--- src/rtl/tron_arena_n.sv ---
// tron_arena_n: N-bike light-cycle arena. Bikes advance one STEP every
// FRAMES_PER_MOVE frame ticks; a bike dies on a wall hit or a head-on /
// swap collision with another live bike. A round ends when at most one
// bike is left alive.
//
// Ports (N = NUM_BIKES, W = COORD_W, bike i uses slice i of every vector):
//   Clk, Reset            clock, synchronous active-high reset
//   frame_clk             ~60 Hz frame strobe, edge-detected internally
//   start                 load spawns and begin a round (ignored in RUN)
//   spawn_x/y, spawn_dir  spawn positions/directions, sampled on start
//   dir_req, dir_req_valid  per-bike steering requests
//   bike_x/y, bike_dir    current positions and directions
//   alive                 per-bike alive flags
//   state                 0 IDLE, 1 RUN, 2 OVER
//   move_tick             high in the cycle whose closing edge applies moves
//   winner_valid/id       single survivor report in OVER
module tron_arena_n #(
  parameter int unsigned NUM_BIKES       = 2,
  parameter int unsigned COORD_W         = 10,
  parameter int unsigned X_MIN           = 14,
  parameter int unsigned X_MAX           = 462,
  parameter int unsigned Y_MIN           = 14,
  parameter int unsigned Y_MAX           = 462,
  parameter int unsigned STEP            = 1,
  parameter int unsigned FRAMES_PER_MOVE = 1
) (
  input  logic                           Clk,
  input  logic                           Reset,
  input  logic                           frame_clk,
  input  logic                           start,
  input  logic [NUM_BIKES*COORD_W-1:0]   spawn_x,
  input  logic [NUM_BIKES*COORD_W-1:0]   spawn_y,
  input  logic [2*NUM_BIKES-1:0]         spawn_dir,
  input  logic [2*NUM_BIKES-1:0]         dir_req,
  input  logic [NUM_BIKES-1:0]           dir_req_valid,
  output logic [NUM_BIKES*COORD_W-1:0]   bike_x,
  output logic [NUM_BIKES*COORD_W-1:0]   bike_y,
  output logic [2*NUM_BIKES-1:0]         bike_dir,
  output logic [NUM_BIKES-1:0]           alive,
  output logic [1:0]                     state,
  output logic                           move_tick,
  output logic                           winner_valid,
  output logic [2:0]                     winner_id
);

  localparam int unsigned N     = NUM_BIKES;
  localparam int unsigned W     = COORD_W;
  localparam int unsigned W1    = COORD_W + 1;
  localparam int unsigned CNT_W = 8;

  localparam logic [W-1:0]     STEP_W   = W'(STEP);
  localparam logic [W1-1:0]    STEP_W1  = W1'(STEP);
  localparam logic [W-1:0]     X_LO     = W'(X_MIN + STEP);
  localparam logic [W-1:0]     Y_LO     = W'(Y_MIN + STEP);
  localparam logic [W1-1:0]    X_HI     = W1'(X_MAX);
  localparam logic [W1-1:0]    Y_HI     = W1'(Y_MAX);
  localparam logic [CNT_W-1:0] CNT_LAST = CNT_W'(FRAMES_PER_MOVE - 1);

  localparam logic [1:0] DIR_UP    = 2'd0;
  localparam logic [1:0] DIR_DOWN  = 2'd1;
  localparam logic [1:0] DIR_LEFT  = 2'd2;
  localparam logic [1:0] DIR_RIGHT = 2'd3;

  typedef enum logic [1:0] {
    S_IDLE = 2'd0,
    S_RUN  = 2'd1,
    S_OVER = 2'd2
  } state_t;

  state_t             state_q, state_d;
  logic               frame_q, frame_d;
  logic               tick_q, tick_d;
  logic [CNT_W-1:0]   cnt_q, cnt_d;
  logic [W-1:0]       x_q [N];
  logic [W-1:0]       x_d [N];
  logic [W-1:0]       y_q [N];
  logic [W-1:0]       y_d [N];
  logic [1:0]         dir_q [N];
  logic [1:0]         dir_d [N];
  logic [1:0]         pend_q [N];
  logic [1:0]         pend_d [N];
  logic [N-1:0]       alive_q, alive_d;
  logic               win_v_q, win_v_d;
  logic [2:0]         win_id_q, win_id_d;

  // Per-move combinational results
  logic [1:0]         sel_dir [N];
  logic [W-1:0]       nx [N];
  logic [W-1:0]       ny [N];
  logic [N-1:0]       wall;
  logic [N-1:0]       part;
  logic [N-1:0]       hit;
  logic [N-1:0]       die;
  logic [N-1:0]       alive_after;
  int unsigned        n_alive;
  logic [2:0]         surv_id;

  // A move happens only on the tick that wraps the frame counter in RUN
  assign move_tick = tick_q && (state_q == S_RUN) && (cnt_q == CNT_LAST);

  // Direction selection, wall checks and candidate next positions
  always_comb begin
    wall = '0;
    for (int i = 0; i < N; i++) begin
      // Reverse of a direction differs only in bit 0 (up/down, left/right)
      sel_dir[i] = (pend_q[i] == (dir_q[i] ^ 2'b01)) ? dir_q[i] : pend_q[i];
      nx[i] = x_q[i];
      ny[i] = y_q[i];
      case (sel_dir[i])
        DIR_UP: begin
          if (y_q[i] < Y_LO) wall[i] = 1'b1;
          else               ny[i]   = y_q[i] - STEP_W;
        end
        DIR_DOWN: begin
          if (({1'b0, y_q[i]} + STEP_W1) > Y_HI) wall[i] = 1'b1;
          else                                   ny[i]   = y_q[i] + STEP_W;
        end
        DIR_LEFT: begin
          if (x_q[i] < X_LO) wall[i] = 1'b1;
          else               nx[i]   = x_q[i] - STEP_W;
        end
        default: begin
          if (({1'b0, x_q[i]} + STEP_W1) > X_HI) wall[i] = 1'b1;
          else                                   nx[i]   = x_q[i] + STEP_W;
        end
      endcase
    end
  end

  // Head-on and swap collisions among live bikes that are not hitting a wall
  always_comb begin
    part = alive_q & ~wall;
    hit  = '0;
    for (int i = 0; i < N; i++) begin
      for (int j = 0; j < N; j++) begin
        if ((i != j) && part[i] && part[j]) begin
          if ((nx[i] == nx[j]) && (ny[i] == ny[j]))
            hit[i] = 1'b1;
          if ((nx[i] == x_q[j]) && (ny[i] == y_q[j]) &&
              (nx[j] == x_q[i]) && (ny[j] == y_q[i]))
            hit[i] = 1'b1;
        end
      end
    end
    die         = alive_q & (wall | hit);
    alive_after = alive_q & ~die;
  end

  // Survivor count and index of the (last) survivor
  always_comb begin
    n_alive = 0;
    surv_id = 3'd0;
    for (int i = 0; i < N; i++) begin
      if (alive_after[i]) begin
        n_alive = n_alive + 1;
        surv_id = 3'(i);
      end
    end
  end

  // Next-state and datapath update
  always_comb begin
    state_d  = state_q;
    frame_d  = frame_clk;
    tick_d   = frame_clk & ~frame_q;
    cnt_d    = cnt_q;
    alive_d  = alive_q;
    win_v_d  = win_v_q;
    win_id_d = win_id_q;
    for (int i = 0; i < N; i++) begin
      x_d[i]    = x_q[i];
      y_d[i]    = y_q[i];
      dir_d[i]  = dir_q[i];
      pend_d[i] = dir_req_valid[i] ? dir_req[2*i +: 2] : pend_q[i];
    end

    case (state_q)
      S_RUN: begin
        if (tick_q)
          cnt_d = (cnt_q == CNT_LAST) ? '0 : cnt_q + CNT_W'(1);
        if (move_tick) begin
          for (int i = 0; i < N; i++) begin
            dir_d[i]  = alive_q[i] ? sel_dir[i] : dir_q[i];
            pend_d[i] = alive_q[i] ? sel_dir[i] : dir_q[i];
            if (alive_after[i]) begin
              x_d[i] = nx[i];
              y_d[i] = ny[i];
            end
          end
          alive_d = alive_after;
          if (n_alive <= 1) begin
            state_d  = S_OVER;
            win_v_d  = (n_alive == 1);
            win_id_d = (n_alive == 1) ? surv_id : 3'd0;
          end
        end
      end
      default: begin
        // IDLE and OVER: counter parked, ticks ignored, start accepted
        cnt_d = '0;
        if (start) begin
          state_d  = S_RUN;
          alive_d  = '1;
          win_v_d  = 1'b0;
          win_id_d = 3'd0;
          for (int i = 0; i < N; i++) begin
            x_d[i]    = spawn_x[i*W +: W];
            y_d[i]    = spawn_y[i*W +: W];
            dir_d[i]  = spawn_dir[2*i +: 2];
            pend_d[i] = spawn_dir[2*i +: 2];
          end
        end
      end
    endcase
  end

  // State register
  always_ff @(posedge Clk) begin
    if (Reset) begin
      state_q  <= S_IDLE;
      frame_q  <= 1'b0;
      tick_q   <= 1'b0;
      cnt_q    <= '0;
      alive_q  <= '0;
      win_v_q  <= 1'b0;
      win_id_q <= 3'd0;
      for (int i = 0; i < N; i++) begin
        x_q[i]    <= '0;
        y_q[i]    <= '0;
        dir_q[i]  <= 2'd0;
        pend_q[i] <= 2'd0;
      end
    end else begin
      state_q  <= state_d;
      frame_q  <= frame_d;
      tick_q   <= tick_d;
      cnt_q    <= cnt_d;
      alive_q  <= alive_d;
      win_v_q  <= win_v_d;
      win_id_q <= win_id_d;
      for (int i = 0; i < N; i++) begin
        x_q[i]    <= x_d[i];
        y_q[i]    <= y_d[i];
        dir_q[i]  <= dir_d[i];
        pend_q[i] <= pend_d[i];
      end
    end
  end

  // Pack per-bike registers onto the output vectors
  always_comb begin
    bike_x   = '0;
    bike_y   = '0;
    bike_dir = '0;
    for (int i = 0; i < N; i++) begin
      bike_x[i*W +: W]   = x_q[i];
      bike_y[i*W +: W]   = y_q[i];
      bike_dir[2*i +: 2] = dir_q[i];
    end
  end

  assign alive        = alive_q;
  assign state        = state_q;
  assign winner_valid = win_v_q;
  assign winner_id    = win_id_q;

endmodule

--- config.mk ---
export PLATFORM = sky130hd
export DESIGN_NAME = tron_arena_n
export DESIGN_NICKNAME = d
export VERILOG_FILES = /design/src/rtl/tron_arena_n.sv
export SDC_FILE = /design/constraint.sdc
export NUM_CORES = 1
export LEC_CHECK = 0
export ABC_AREA = 1
export BUFFER_PORTS_ARGS = -buffer_cell sky130_fd_sc_hd__buf_2
export CORE_MARGIN = 4
export CORE_UTILIZATION = 60
export DETAILED_ROUTE_END_ITERATION = 10
export PLACE_DENSITY = 0.83
export SKIP_LAST_GASP = 1
export SLEW_MARGIN = 20
export SYNTH_ARGS = -nofsm -noshare
export SYNTH_HDL_FRONTEND = slang
export SYNTH_SLANG_ARGS = --single-unit
--- constraint.sdc ---
create_clock -name Clk -period 4.4 [get_ports Clk]
set_input_delay 0.22 -clock Clk [delete_from_list [all_inputs] [get_ports Clk]]
set_output_delay 0.22 -clock Clk [all_outputs]
set_load 0.005 [all_outputs]
==> impl_metrics.toml <==
[detailed_routing]
postRouteAntennaNets = 0
dr_wl_met3_um = 4030
viasPerCell = 6.01
num_vias = 10100
routed_wl_um = 28100
route.detailed.drc = 0
top_layer = "met4"
wl_met1_um = 12000
first_iter_violations = 1436
wl_met2_um = 11400
wl_per_cell_um = 16.8
dr.pass1.iters = 7

[finish]
fin_nets = 1567
finalNonFillerCells = 1674
syn2layout_area_growth_pct = 9.38
drive_gt1_frac = 0.152
antenna_cells = 0
post-route-util = 0.675

[cts]
cts.repair.resized = 0
ctsRootBufferMaster = "clkbuf_16"
clock_sinks = 64
clk_path_buf_depth = 2
clk_latency_ps = 350
postCtsHoldBufs = 0
htree_levels = 3
postCtsSetupBuffers = 0
clk_pin_slew_ps = 70
cts_tree = "built"
numCtsBuffers = 9

[worst_setup_path]
slowest_delay_ps = 420
worstPathArrival_ps = 4130
crit_path_max_fanout = 10
cpMostUsedCell = "nand2_1"
worstPathRequired_ps = 4640
critPathKind = "flip-flop to flip-flop"
critical_path.startpoint_type = "flip-flop"
critical-path-slowest-cell = "dfxtp_1"
cp-end-kind = "flip-flop"

[logic_synthesis]
synthXorXnorAreaFrac = 0.0234
yosys.area_share.simple = 0.544
syn_inst = 1433
async_flop_share = 0
synth_warnings = 0
synth_area_leaders = "nand2_1, dfxtp_1, nand3_1"
ys_types = 50
yosys.area.top_type = "nand2_1"
synth_edf_count = 0
synth_area_um2 = 7860
synth_top_family_by_area = "simple AND/OR/NAND/NOR gates"
synth_seq_area_share = 0.163
synth.top_cell.area_share = 0.221
yosysMostFrequentCell = "nand2_1"
synthMuxAreaShare = 0.00255
synth-main-ff-cell = "dfxtp_1"
avgSynthCellArea_um2 = 5.48
synth_seq_cells = 64
ys_top_cells_by_count = "nand2_1, nand3_1, nor2_1"
synth-compound-area-share = 0.120
synthAdderAreaFrac = 0.0255

[timing]
max_slew_margin = 0.506
worstMarginPinSlew_ps = 739
skew_ps = 8.61
fin_hold_ws_ps = 99.3
hold_viol = 0
period_minus_slack_ps = 3880
setup_violations = 0
finalSetupTns_ps = 0
fin_crit_sh = 0.882
rsz0062_at_grt = "false"
slew_viol_final = 0
fmax_ghz = 0.258

[global_routing]
grt_max_degree = 52
antenna_found_initial = 0
grt_pass1_vias = 8650
grt_pass1_wl_um = 44600
grt.overflow.total = 0
gr-usage-all-layers = 0.373

[pwr]
power.density_nw_per_um2 = 325
p_leak_nw = 4.45
vdd_ir_drop_max_uv = 299

[die]
dieArea_um2 = 15000
die_y_um = 122
rows = 41
io_pins = 107
core_um2 = 12700
die_x_um = 122
initial_core_util = 0.617

[outcome]
status = "finished, final reports clean"

[placed_design]
dpl.hpwl_um = 21400
place_congestion = 1.08
port_buffers = 104
dp_cells = 1658

[worst_hold_path]
hold_path.class = "input pin to flip-flop"

[job]
drv_cap = 0
## cell usage in the layout, fill, tap and decap left out, types with 5 or more instances in the layout
master     Yosys  routed
a21oi_1       64      64
a22oi_1        6       6
a31oi_1        6       6
buf_2         15     104
buf_4         17      19
clkbuf_16      0       9
clkinv_1       5       5
dfxtp_1       64      62
ha_1          16      16
inv_1        108     107
inv_2         25      26
nand2_1      463     460
nand2_2       14      17
nand2_4        5       5
nand3_1      226     225
nand3_2       12      13
nand3b_1       7       7
nand4_1       28      28
nor2_1       149     149
nor2_2        14      14
nor2_4         6       6
nor3_1        14      14
o211ai_1       5       5
o21ai_0       67      67
o21ai_1        6       6
xor2_1        19      19
## routing by layer
metal,vias to the layer above,track usage
met5,-,0
met4,0,0.120
met3,59,0.0843
met2,690,0.526
met1,4507,0.556
li1,4800,-
## power by group
group | total [mW] | switching, mW | internal (mW)
Combinational | 1.35 | 0.904 | 0.445
Sequential | 0.746 | 0.118 | 0.628
Clock | 0.694 | 0.313 | 0.382
## registers in the layout, indices dropped and copies added, names as in the netlist
signal / flops
winner_id: 1
pend_q: 4
winner_valid: 1
tick_q: 1
alive: 2
cnt_q: 8
dir_q: 4
y_q: 20
x_q: 20
frame_q: 1
state: 2
## worst paths after layout
path                               end  cells after the start  slack, ps                    from
min reg2reg          tick_q$_SDFF_PP0_                      1        400      frame_q$_SDFF_PP0_
max          winner_valid$_SDFFE_PP0P_                     29        520  x_q[0][1]$_SDFFE_PP0P_
max reg2reg  winner_valid$_SDFFE_PP0P_                     29        520  x_q[0][1]$_SDFFE_PP0P_
min                 frame_q$_SDFF_PP0_                      3        100               frame_clk
## worst max-delay path, delay by kind of cell (launching register included)
family / cells / cell delay [ps]
flops: 1 / 420
compound gates: 1 / 220
buf+inv: 4 / 400
fa+ha+maj: 2 / 390
simple gates: 22 / 2350
## through the flow
stage	cell area [um2]	power (mW)	setup slack, ps
floorplan	7860	1.68	1200
global placement	8310	2.04	289
detailed placement	8310	2.05	300
CTS	8580	2.74	290
global route	8590	2.97	70.9
finish	8590	2.79	519
## final cells by class
class | count | area [um2]
Clock inverter | 7 | 47.5
Tap cell | 172 | 215
Timing Repair Buffer | 123 | 663
Clock buffer | 9 | 225
Fill cell | 1285 | 4130
Inverter | 138 | 518
Sequential cell | 64 | 1280
Multi-Input combinational cell | 1161 | 5640
## logic make-up after synthesis
kind of cell	count (synthesis)
multiplexers	2
AND/OR/NAND/NOR	950
XOR/XNOR	21
adder cells (fa/ha/maj)	16
other	1
AO/OA/AOI/OAI	170
flip-flops	64
buffers and inverters	209
(Power assumes the default switching activity.)
